--- config.mk ---
export PLATFORM = sky130hd
export DESIGN_NAME = data_sync_mc_flat
export DESIGN_NICKNAME = d
export VERILOG_FILES = /design/src/rtl/data_sync_mc_if.sv /design/src/rtl/data_sync_mc.sv /design/src/flat_wrapper.sv
export SDC_FILE = /design/constraint.sdc
export NUM_CORES = 1
export LEC_CHECK = 0
export ABC_AREA = 0
export CAP_MARGIN = 15
export CORE_ASPECT_RATIO = 0.6
export CORE_MARGIN = 5
export CORE_UTILIZATION = 50
export DETAILED_ROUTE_END_ITERATION = 16
export HOLD_SLACK_MARGIN = 0.05
export PLACE_DENSITY = 0.78
export SETUP_SLACK_MARGIN = 0.05
export SLEW_MARGIN = 20
export SYNTH_ARGS = -nofsm -noshare
export SYNTH_HDL_FRONTEND = slang
export SYNTH_SLANG_ARGS = --single-unit
--- constraint.sdc ---
create_clock -name CLK -period 4.4 [get_ports CLK]
set_input_delay 0.88 -clock CLK [delete_from_list [all_inputs] [get_ports CLK]]
set_output_delay 0.88 -clock CLK [all_outputs]
set_load 0.02 [all_outputs]
--- src/rtl/data_sync_mc_if.sv ---
// rtl/data_sync_mc_if.sv - source, consumer and status signals of data_sync_mc
// The source side is unsynchronized; the consumer side lives in the CLK domain.
interface data_sync_mc_if #(
  parameter int BUS_WIDTH = 8,
  parameter int NUM_CH    = 4
);
  localparam int CH_W = (NUM_CH > 1) ? $clog2(NUM_CH) : 1;

  logic [NUM_CH-1:0]           src_en;
  logic [NUM_CH*BUS_WIDTH-1:0] src_bus;
  logic                        out_ready;
  logic [NUM_CH-1:0]           ovr_clr;
  logic                        out_valid;
  logic [BUS_WIDTH-1:0]        out_data;
  logic [CH_W-1:0]             out_ch;
  logic [NUM_CH-1:0]           cap_pulse;
  logic [NUM_CH-1:0]           ovr;

  modport master (
    output src_en, src_bus, out_ready, ovr_clr,
    input  out_valid, out_data, out_ch, cap_pulse, ovr
  );

  modport slave (
    input  src_en, src_bus, out_ready, ovr_clr,
    output out_valid, out_data, out_ch, cap_pulse, ovr
  );
endinterface

--- src/rtl/data_sync_mc.sv ---
// rtl/data_sync_mc.sv - multi-channel enable-qualified data synchronizer
// Per-channel enable sync + capture into a one-deep holding slot, round-robin merge to one output.
module data_sync_mc #(
  parameter int NUM_STAGES = 2,
  parameter int BUS_WIDTH  = 8,
  parameter int NUM_CH     = 4,
  parameter int MODE       = 0
) (
  input logic           CLK,
  input logic           RST,
  data_sync_mc_if.slave bus
);
  localparam int CH_W = (NUM_CH > 1) ? $clog2(NUM_CH) : 1;

  logic [NUM_CH-1:0]    sync_chain [NUM_STAGES];
  logic [NUM_CH-1:0]    sync;
  logic [NUM_CH-1:0]    prev;
  logic [NUM_CH-1:0]    edge_det;

  logic [BUS_WIDTH-1:0] hold [NUM_CH];
  logic [NUM_CH-1:0]    pend;
  logic [NUM_CH-1:0]    pend_next;
  logic [CH_W-1:0]      rr_ptr;
  logic [CH_W-1:0]      rr_next;

  logic                 out_valid_r;
  logic [BUS_WIDTH-1:0] out_data_r;
  logic [CH_W-1:0]      out_ch_r;
  logic [NUM_CH-1:0]    cap_pulse_r;
  logic [NUM_CH-1:0]    ovr_r;

  logic                 free;
  logic                 xfer;
  logic                 gnt_found;
  logic [CH_W-1:0]      gnt_idx;
  logic [CH_W-1:0]      cand;
  logic [NUM_CH-1:0]    cap_ok;
  logic [NUM_CH-1:0]    ovr_set;

  always_ff @(posedge CLK or negedge RST) begin
    if (!RST) begin
      for (int s = 0; s < NUM_STAGES; s++) begin
        sync_chain[s] <= '0;
      end
      prev <= '0;
    end else begin
      sync_chain[0] <= bus.src_en;
      for (int s = 1; s < NUM_STAGES; s++) begin
        sync_chain[s] <= sync_chain[s-1];
      end
      prev <= sync;
    end
  end

  assign sync     = sync_chain[NUM_STAGES-1];
  assign edge_det = (MODE == 0) ? (sync & ~prev) : (sync ^ prev);

  assign free = ~out_valid_r | bus.out_ready;

  // First pending channel at or after rr_ptr, wrapping around.
  always_comb begin
    gnt_found = 1'b0;
    gnt_idx   = '0;
    cand      = '0;
    for (int k = 0; k < NUM_CH; k++) begin
      cand = CH_W'((int'(rr_ptr) + k) % NUM_CH);
      if (!gnt_found && pend[cand]) begin
        gnt_found = 1'b1;
        gnt_idx   = cand;
      end
    end
  end

  assign xfer    = free & gnt_found;
  assign rr_next = (gnt_idx == CH_W'(NUM_CH - 1)) ? '0 : gnt_idx + 1'b1;

  // A slot being drained this cycle can take the new word at the same edge.
  always_comb begin
    cap_ok  = '0;
    ovr_set = '0;
    for (int i = 0; i < NUM_CH; i++) begin
      if (edge_det[i]) begin
        if (!pend[i] || (xfer && (gnt_idx == CH_W'(i)))) begin
          cap_ok[i] = 1'b1;
        end else begin
          ovr_set[i] = 1'b1;
        end
      end
    end
  end

  always_comb begin
    pend_next = pend;
    if (xfer) begin
      pend_next[gnt_idx] = 1'b0;
    end
    pend_next = pend_next | cap_ok;
  end

  always_ff @(posedge CLK or negedge RST) begin
    if (!RST) begin
      for (int i = 0; i < NUM_CH; i++) begin
        hold[i] <= '0;
      end
      pend        <= '0;
      rr_ptr      <= '0;
      out_valid_r <= 1'b0;
      out_data_r  <= '0;
      out_ch_r    <= '0;
      cap_pulse_r <= '0;
      ovr_r       <= '0;
    end else begin
      for (int i = 0; i < NUM_CH; i++) begin
        if (cap_ok[i]) begin
          hold[i] <= bus.src_bus[i*BUS_WIDTH +: BUS_WIDTH];
        end
      end
      pend        <= pend_next;
      cap_pulse_r <= cap_ok;
      ovr_r       <= (ovr_r & ~bus.ovr_clr) | ovr_set;
      if (xfer) begin
        out_valid_r <= 1'b1;
        out_data_r  <= hold[gnt_idx];
        out_ch_r    <= gnt_idx;
        rr_ptr      <= rr_next;
      end else if (free) begin
        out_valid_r <= 1'b0;
      end
    end
  end

  assign bus.out_valid = out_valid_r;
  assign bus.out_data  = out_data_r;
  assign bus.out_ch    = out_ch_r;
  assign bus.cap_pulse = cap_pulse_r;
  assign bus.ovr       = ovr_r;
endmodule

--- src/flat_wrapper.sv ---
// flat-port wrapper written by rule: the top's interface ports become plain ports
module data_sync_mc_flat 
#(
  parameter int NUM_STAGES = 2,
  parameter int BUS_WIDTH  = 8,
  parameter int NUM_CH     = 4,
  parameter int MODE       = 0
)
  (CLK, RST, bus_src_en, bus_src_bus, bus_out_ready, bus_ovr_clr, bus_out_valid, bus_out_data, bus_out_ch, bus_cap_pulse, bus_ovr);
  data_sync_mc_if #(.BUS_WIDTH(BUS_WIDTH), .NUM_CH(NUM_CH)) bus_i ();
  input logic CLK;
  input logic RST;
  input wire logic [$bits(bus_i.src_en)-1:0] bus_src_en;
  input wire logic [$bits(bus_i.src_bus)-1:0] bus_src_bus;
  input wire logic [$bits(bus_i.out_ready)-1:0] bus_out_ready;
  input wire logic [$bits(bus_i.ovr_clr)-1:0] bus_ovr_clr;
  output wire logic [$bits(bus_i.out_valid)-1:0] bus_out_valid;
  output wire logic [$bits(bus_i.out_data)-1:0] bus_out_data;
  output wire logic [$bits(bus_i.out_ch)-1:0] bus_out_ch;
  output wire logic [$bits(bus_i.cap_pulse)-1:0] bus_cap_pulse;
  output wire logic [$bits(bus_i.ovr)-1:0] bus_ovr;
  assign bus_i.src_en = bus_src_en;
  assign bus_i.src_bus = bus_src_bus;
  assign bus_i.out_ready = bus_out_ready;
  assign bus_i.ovr_clr = bus_ovr_clr;
  assign bus_out_valid = bus_i.out_valid;
  assign bus_out_data = bus_i.out_data;
  assign bus_out_ch = bus_i.out_ch;
  assign bus_cap_pulse = bus_i.cap_pulse;
  assign bus_ovr = bus_i.ovr;
  data_sync_mc #(.NUM_STAGES(NUM_STAGES), .BUS_WIDTH(BUS_WIDTH), .NUM_CH(NUM_CH), .MODE(MODE)) u_core (.CLK(CLK), .RST(RST), .bus(bus_i));
endmodule
==> metrics list, run 1 <==
- The flow ran to the end, and the final reports show no timing, DRC or antenna violations.
- Worst path max stage delay: between 800 and 900 ps
- From left edge to right edge, the die measures 111 um.
* Ranking of synthesized cells by area: sky130_fd_sc_hd__dfrtp_1, sky130_fd_sc_hd__mux2_2, sky130_fd_sc_hd__nand2_1
* Remaining Overflow, GRT: 0
- The worst setup path is captured at a flop.
- Max Buffers Root-to-Sink: 2
* Simple-gate area share of the yosys netlist: roughly 15%
- Syn Nets: 318
- For the final database, setup skew stands at around 14 ps.
- Total clock buffers created by CTS: 9
* Post-synthesis instance total: 274
- The region available for standard cell placement spans 0.00600 sq mm.
* Max cap viols: 0
- Sequence of cells on the critical path: nand4b_1 -> o21a_1 -> o2111ai_1 -> clkinv_1 -> ha_1 -> nand2_1 -> a21oi_2 -> mux2_2
- After synthesis, the netlist uses 38 different library cells.
* Die footprint: 0.00779 sq mm
- At the worst endpoint, the arrival time is 3770 ps.
* Via count of the first global-routing pass: roughly 2,500
- Final period demand of the worst path: around 3500 ps
- The share of the Yosys chip area taken by registers is 56.8%.
- Grouping stages by cell kind, the critical path spends the most delay in compound AO/OA/AOI/OAI gates.
- Root Buffer Master: sky130_fd_sc_hd__clkbuf_8
- Dividing the detail-routed via count by the number of cells gives 5.63.
- Global-route wire length before repair: 12,000 um
- Pins Over Slew Limit: 0
* Most used cells in the layout excluding fill and tap cells: sky130_fd_sc_hd__dfrtp_1, sky130_fd_sc_hd__clkdlybuf4s50_1, sky130_fd_sc_hd__nand2_1
- The worst hold path begins at u_core.sync_chain[6].
- Largest family of logic cells by synthesized area: simple AND/OR/NAND/NOR gates
- The initial utilization of the core area, before any placement, comes to 50.7%.
- Achievable Freq: 0.282 GHz
* I/O pin count: a little over 60
- Among all flip-flop cells after synthesis, the most frequent one is sky130_fd_sc_hd__dfrtp_1.
- Dominant cell type by area after synthesis: sky130_fd_sc_hd__dfrtp_1
- Site Rows: 22
- Post-DR wirelength/cell: 16.6 um
- After clock tree synthesis, the clock-pin slew on the worst setup and hold paths is roughly 70 ps.
- Met2 Wirelength: 3180 um
- Post-CTS Repair Setup Buffers: 0
- Leading cell type in the layout, fill and taps excluded: sky130_fd_sc_hd__dfrtp_1
- Routed vias: approximately 2,300
* Fin crit share: 80.6%
* Initial antenna violation count: 0
- Wire segments on met3 add up to 463 um in the final route.
- Of all nets on the critical path, the largest fanout is 26.
- Global-route total usage across every layer: 19.4%
- Average footprint of a synthesized cell: 11.1 sq um
- After detailed routing, no signal wire sits above met4.
- Transition time at the pin with the least slew margin: 926 ps
- Final setup violation count: 0
* Pin count of the biggest net entering global routing: 40
- CTS Hold Buffers Added: 0
- Y dimension of the die: roughly 70 um
- Detailed placement HPWL: just over 5000 um
- Synthesized-area fraction occupied by adder cells: 0.411%
- The number of gates resized after CTS was 0.
- Setup repair after global routing left no endpoint under its margin.
* Total count of hold-check failures in the final report: 0
- Routed met1 length: 3180 um
- Number of synthesized register bits: 69
- Utilization after layout: 64.3%
- Cell area after technology mapping: 0.00304 sq mm
- Multiplexer share of the synthesized area: 12.2%
- Inserted Diodes: 0
- The critical path starts at u_core.pend[3].
- On the critical path, the stage with the largest delay is an instance of sky130_fd_sc_hd__dfrtp_1.
- In this run the static leakage power is 1.60 nW.
- The number of buffers and inverters on the critical path is 1.
- Data required time of the worst path: between 4000 and 5000 ps
* Ys Warns: 0
* Category of the worst setup path launch point: flop
* Total length of routed wires: between 6000 and 7000 um
* Tightest Hold Check Type: flop to flop
- Clock latency on the worst-skew pair: ~340 ps
- For this run, design rule violations remaining after detail routing come to 0.
- Post-layout net count: around 370
* Share of layout cells above drive strength 1: 16.3%
- Final weighted congestion of routability-driven global placement: approximately 0.82
- Adding up every negative setup slack in the final design gives 0 ps.
- Number of buffers inserted by port buffering: 61
* Detailed Routing Iterations Pass 1: 5
- Startpoint of the lowest-slack register-to-register path: u_core.pend[3]
- Htree depth: 3
- Compared with the post-synthesis result, the final layout area differs by 26.8%.
- Yosys mapped a number of flops with a built-in enable equal to 0.
* Violation count after the first detailed-route iteration: 195
- Startpoint-to-endpoint class of the critical path: flop to flop
- Power spread over the standard cell area amounts to between 600 and 700 mW/mm^2.
- Share of the synthesized area in the top cell type: 56.8%
- Number of clock sinks: 69
- In the synthesized netlist the async set-or-reset flop fraction comes to 100%.
- CTS tree: yes
- Detail Route Antenna Nets: 0
- The synthesized netlist devotes 11.2% of its cell area to compound gates.
* Max rail drop VDD: roughly 0.49 mV
- In this run the tightest slew margin relative to its limit is 38.2%.
- Summing the areas of all xor and xnor instances in the mapped netlist gives 0% of the synthesized area.
==> area by class of cell <==
| cell class | count | area, sq um |
|---|---|---|
| Sequential cell | 69 | 1730 |
| Tap cell | 84 | 105 |
| Clock inverter | 6 | 65.1 |
| Multi-Input combinational cell | 179 | 1200 |
| Fill cell | 520 | 2140 |
| Timing Repair Buffer | 62 | 613 |
| Clock buffer | 9 | 124 |
| Inverter | 7 | 26.3 |
==> path summary, 6_finish.rpt <==
check	end	slack, ps	cells past startpoint
max	u_core.hold[8]	850	8
min	u_core.sync[2]	350	0
max reg2reg	u_core.hold[8]	850	8
min reg2reg	u_core.sync[2]	350	0
max in group asynchronous	u_core.sync[1]	2810	2
min in group asynchronous	u_core.rr_ptr[0]	650	1
==> cell families (layout without fill, tap and decap cells) <==
kind of cell	Yosys count	in the layout
simple gates	98	98
buf+inv	26	84
compound gates	47	47
fa+ha+maj	1	1
mux	33	33
flops	69	69
==> sequential cells by signal, indices dropped and copies added (netlist names) <==
name                  flops
u_core.prev               4
u_core.rr_ptr             2
u_core.sync               4
u_core.hold              32
u_core.sync_chain         4
u_core.pend               4
u_core.bus.out_ch         2
u_core.bus.out_valid      1
u_core.bus.out_data       8
u_core.bus.cap_pulse      4
u_core.bus.ovr            4
==> metal layers <==
| metal | GRT usage (%) | up-vias |
|---|---|---|
| li1 | - | 1082 |
| met1 | 26.1 | 1158 |
| met2 | 29.7 | 89 |
| met3 | 6.23 | 11 |
| met4 | 6.42 | 0 |
| met5 | 0 | - |
==> cell usage after synthesis, types with 2 or more instances <==
cell,n
sky130_fd_sc_hd__nor2b_1,4
sky130_fd_sc_hd__o21ai_0,5
sky130_fd_sc_hd__clkinv_1,2
sky130_fd_sc_hd__o211a_1,2
sky130_fd_sc_hd__inv_1,5
sky130_fd_sc_hd__dfrtp_1,69
sky130_fd_sc_hd__a31oi_1,8
sky130_fd_sc_hd__buf_4,4
sky130_fd_sc_hd__mux2_2,31
sky130_fd_sc_hd__nand2_1,37
sky130_fd_sc_hd__o22ai_1,4
sky130_fd_sc_hd__nand4_1,8
sky130_fd_sc_hd__buf_2,7
sky130_fd_sc_hd__nand2b_1,7
sky130_fd_sc_hd__nand3_1,25
sky130_fd_sc_hd__a21oi_1,10
sky130_fd_sc_hd__nor2_1,12
sky130_fd_sc_hd__a221oi_1,8
sky130_fd_sc_hd__clkbuf_1,7
==> where the power goes <==
group          leakage [nW]  internal [mW]  switching, mW
clock network        0.0950          0.258          0.238
registers             0.789          0.874          0.219
logic                 0.715          0.529          0.574
==> metrics by stage <==
step	cell area [sq um]	setup slack, ps	hold slack, ps	power (mW)	instances
6_report	3860	853	353	2.69	416
5_1_grt	3860	615	357	2.89	416
4_1_cts	3850	910	354	2.70	416
3_5_place_dp	3660	925	336	2.20	401
3_3_place_gp	3660	1100	332	2.16	401
2_1_floorplan	3040	2150	331	1.85	274
No activity file was read; power rests on OpenSTA's default activity.
==> run 2: changes to the inputs <==
- CORE_UTILIZATION: 50 -> 46
- PLACE_DENSITY: 0.78 -> 0.76
- clock period: 4.4 -> 3 ns (I/O delays scaled with it)
==> run 2 against run 1 <==
Net effect: clock power grew 86%; sequential power increased by 46%; design area is 3.0% higher; wire length grew 4.1%; non-clock buffer count is 8 higher; critical path type unchanged; largest cell class unchanged.
==> metrics list, run 2 (synthesis gave the netlist of run 1 again) <==
* Remaining Overflow, GRT: 0 (unchanged)
* Clk slew on worst S/H paths: 70 ps (about the same)
- The first-pass GRT wire length came to 12,000 um (about the same).
- Number of buffers inserted by port buffering: 61 (unchanged)
- The final net count was 380 (was 372).
- Placeable core region: 0.00628 sq mm (was 0.00600 sq mm)
* Number of clock sinks: 69 (unchanged)
- The per-cell routed wire length is 16.9 um (was 16.6 um).
* Startpoint-to-endpoint class of the critical path: flop to flop (unchanged)
* Final Instance Area: 0.00397 sq mm (was 0.00386 sq mm)
* Utilization after layout: 63.3% (was 64.3%)
- The commonest non-fill, non-tap cell in the layout is sky130_fd_sc_hd__dfrtp_1 (unchanged).
- Average vias per placed instance: 5.44 (was 5.63)
* Number of gates resized after cts: 0 (unchanged)
- Category of the worst setup path launch point: flop (unchanged)
* Cell count after placement: 409 (was 401)
- The number of maximum-capacitance constraint violations was 0 (unchanged).
- The delay contributed by the slowest stage of the critical path is 540 ps (was 870 ps).
- The number of failing setup endpoints in the final timing report came to 0 (unchanged).
- Achievable Freq: 0.389 GHz (was 0.282 GHz)
- CTS tree: yes (unchanged)
- The I/O pin count was 62 (unchanged).
* Outcome: completed (unchanged)
- Via count of the first global-routing pass: 2,389 (was 2,459)
- Max Buffers Root-to-Sink: 2 (unchanged)
- CP Data Arrival Time: 2800 ps (was 3770 ps)
* Worst-case hold slack: 316 ps (was 353 ps)
- The final wirelength is 7190 um (was 6910 um).
- The die height came to 73.0 um (was 70.4 um).
- The clock insertion delay at the later pin of the skew report came to 340 ps (about the same).
* Startpoint of the lowest-slack register-to-register path: u_core.pend[0] (was u_core.pend[3])
- Unrepaired setup endpoints after global routing: false (unchanged).
- Detailed placement HPWL: 5230 um (was 5040 um)
- The effective utilization at floorplan was 48.5% (was 50.7%).
* Transition time at the pin with the least slew margin: 1070 ps (was 926 ps)
- Met2 routing resource usage after global routing: 26.9% (was 29.7%)
- Fin crit share: 85.8% (was 80.6%)
* Area used by sequential logic in the layout: 0.00173 sq mm (unchanged)
- The combined buffer and inverter count along the critical path is 0 (was 1).
- Setup TNS: 0 ps (unchanged)
- The cell count of the worst reg-to-reg path is 6 (was 8).
* Final Worst Setup Slack: 426 ps (was 853 ps)
* Htree depth: 3 (unchanged)
- The width of the chip came to 115 um (was 111 um).
- CP endpoint kind: flop (unchanged)
* Pins Over Slew Limit: 0 (unchanged)
- Endpoint of the worst-slack reg-to-reg timing path: u_core.hold[12] (was u_core.hold[8])
- The total power consumption of the routed design is 4.22 mW (was 2.69 mW).
- The power per unit of standard cell area is 1060 mW/mm^2 (was 698 mW/mm^2).
- Routed vias: 2,313 (was 2,340)
- The total die area is 0.00839 sq mm (was 0.00779 sq mm).
- The number of flip-flops in the largest register came to 32 (unchanged).
* Relative max-transition margin: 28.2% (was 38.2%)
- Max rail drop VDD: 0.651 mV (was 0.495 mV)
* Global-route total usage across every layer: 18.4% (was 19.4%)
- Leak Pwr: 1.67 nW (was 1.60 nW)
- The data required time at the worst endpoint is 3230 ps (was 4630 ps).
- DRC violation count after routing: 0 (unchanged)
- The cell row count was 22 (unchanged).
- The maximum number of pins on one net before global-route repair is 32 (was 40).
* Post-CTS Repair Setup Buffers: 0 (unchanged)
- Global-route met3 utilization: 5.80% (was 6.23%)
* Most used cells in the layout excluding fill and tap cells: sky130_fd_sc_hd__dfrtp_1, sky130_fd_sc_hd__clkdlybuf4s50_1, sky130_fd_sc_hd__nand2_1 (unchanged)
- Inserted Diodes: 0 (unchanged)
- The number of nets with antenna violations after routing was 0 (unchanged).
- The cell at the slowest stage of the critical path is sky130_fd_sc_hd__dfrtp_1 (unchanged).
* Initial antenna violation count: 0 (unchanged)
- Total clock buffers created by CTS: 9 (unchanged)
- The routability-driven placement congestion ratio is 0.846 (was 0.822).
- The worst setup slack for register-to-register paths was 430 ps (was 850 ps).
- Number of filler instances in the final layout: 503 (was 520)
- Placement Setup Slack: 450 ps (was 925 ps)
- Violation count after the first detailed-route iteration: 200 (was 195)
- The shortest clock period the worst path allows after layout is 2570 ps (was 3550 ps).
- Tightest Hold Check Type: input port to async pin (was flop to flop)
- Combined area of the multi-input logic cells: 0.00119 sq mm (was 0.00120 sq mm)
* Area growth from synthesis to layout: 30.5% (was 26.8%)
- The cell class contributing the biggest share of worst-path delay is compound AO/OA/AOI/OAI gates (unchanged).
- The register name with the most flops is u_core.hold (unchanged).
- The hold buffer count at cts is 0 (unchanged).
- The share of layout cells above drive strength 1 is 18.2% (was 16.3%).
- The master cell of the clock root buffer is sky130_fd_sc_hd__clkbuf_8 (unchanged).
- The number of failing hold endpoints at the final stage is 0 (unchanged).
- GR peak layer: met1 (was met2)
- Met1 Track Usage GR: 27.3% (was 26.1%)
- Non-filler instance count after layout: 425 (was 416)
* Detailed Routing Iterations Pass 1: 4 (was 5)
- Sequence of cells on the critical path: nor3b_1 -> a221o_1 -> ha_1 -> nand2_1 -> a21oi_2 -> mux2_2 (was nand4b_1 -> o21a_1 -> o2111ai_1 -> clkinv_1 -> ha_1 -> nand2_1 -> a21oi_2 -> mux2_2)
- Placement Cell Area: 0.00372 sq mm (was 0.00366 sq mm)
* Worst-path fanout max: 10 (was 26)
- Final Skew: 9.52 ps (was 13.7 ps)
-- run 2: worst max path at each step --
stage                                 from         endpoint  slack (ps)  depth (start not counted)
after floorplan           u_core.rr_ptr[0]  u_core.hold[10]         750                         10
after global placement       bus_out_ready  u_core.hold[28]         590                          6
after detailed placement    u_core.pend[0]  u_core.hold[12]         450                          6
after CTS                   u_core.pend[0]  u_core.hold[12]         460                          6
after global routing        u_core.pend[0]  u_core.hold[14]         190                          6
final                       u_core.pend[0]  u_core.hold[12]         430                          6
-- run 2: area by class of cell --
cell class	count	area share (%)
flip-flops and latches	69	43.5
multi-input cells	179	30.1
repair buffers	70	17.0
clock buffers	9	3.12
clock inverters	7	3.06
well taps	84	2.65
inverters	7	0.662
-- run 2: report_power, final --
part	switching, mW	internal, mW	total [mW]
clock	0.363	0.558	0.921
combinational	0.889	0.825	1.71
sequential	0.302	1.28	1.59
total	1.55	2.67	4.22
-- run 2: per-layer routing --
| layer | vias up | part of all wire, % |
|---|---|---|
| met3 | 5 | 6.4 |
| met1 | 1141 | 50 |
| met5 | - | 0 |
| li1 | 1098 | - |
| met4 | 0 | 0.57 |
| met2 | 69 | 43 |
==> run 3: changes to the inputs <==
- CAP_MARGIN: 15 -> 10
==> results of run 3 <==
No change in the layout: final DEF, timing and power equal those of run 2.
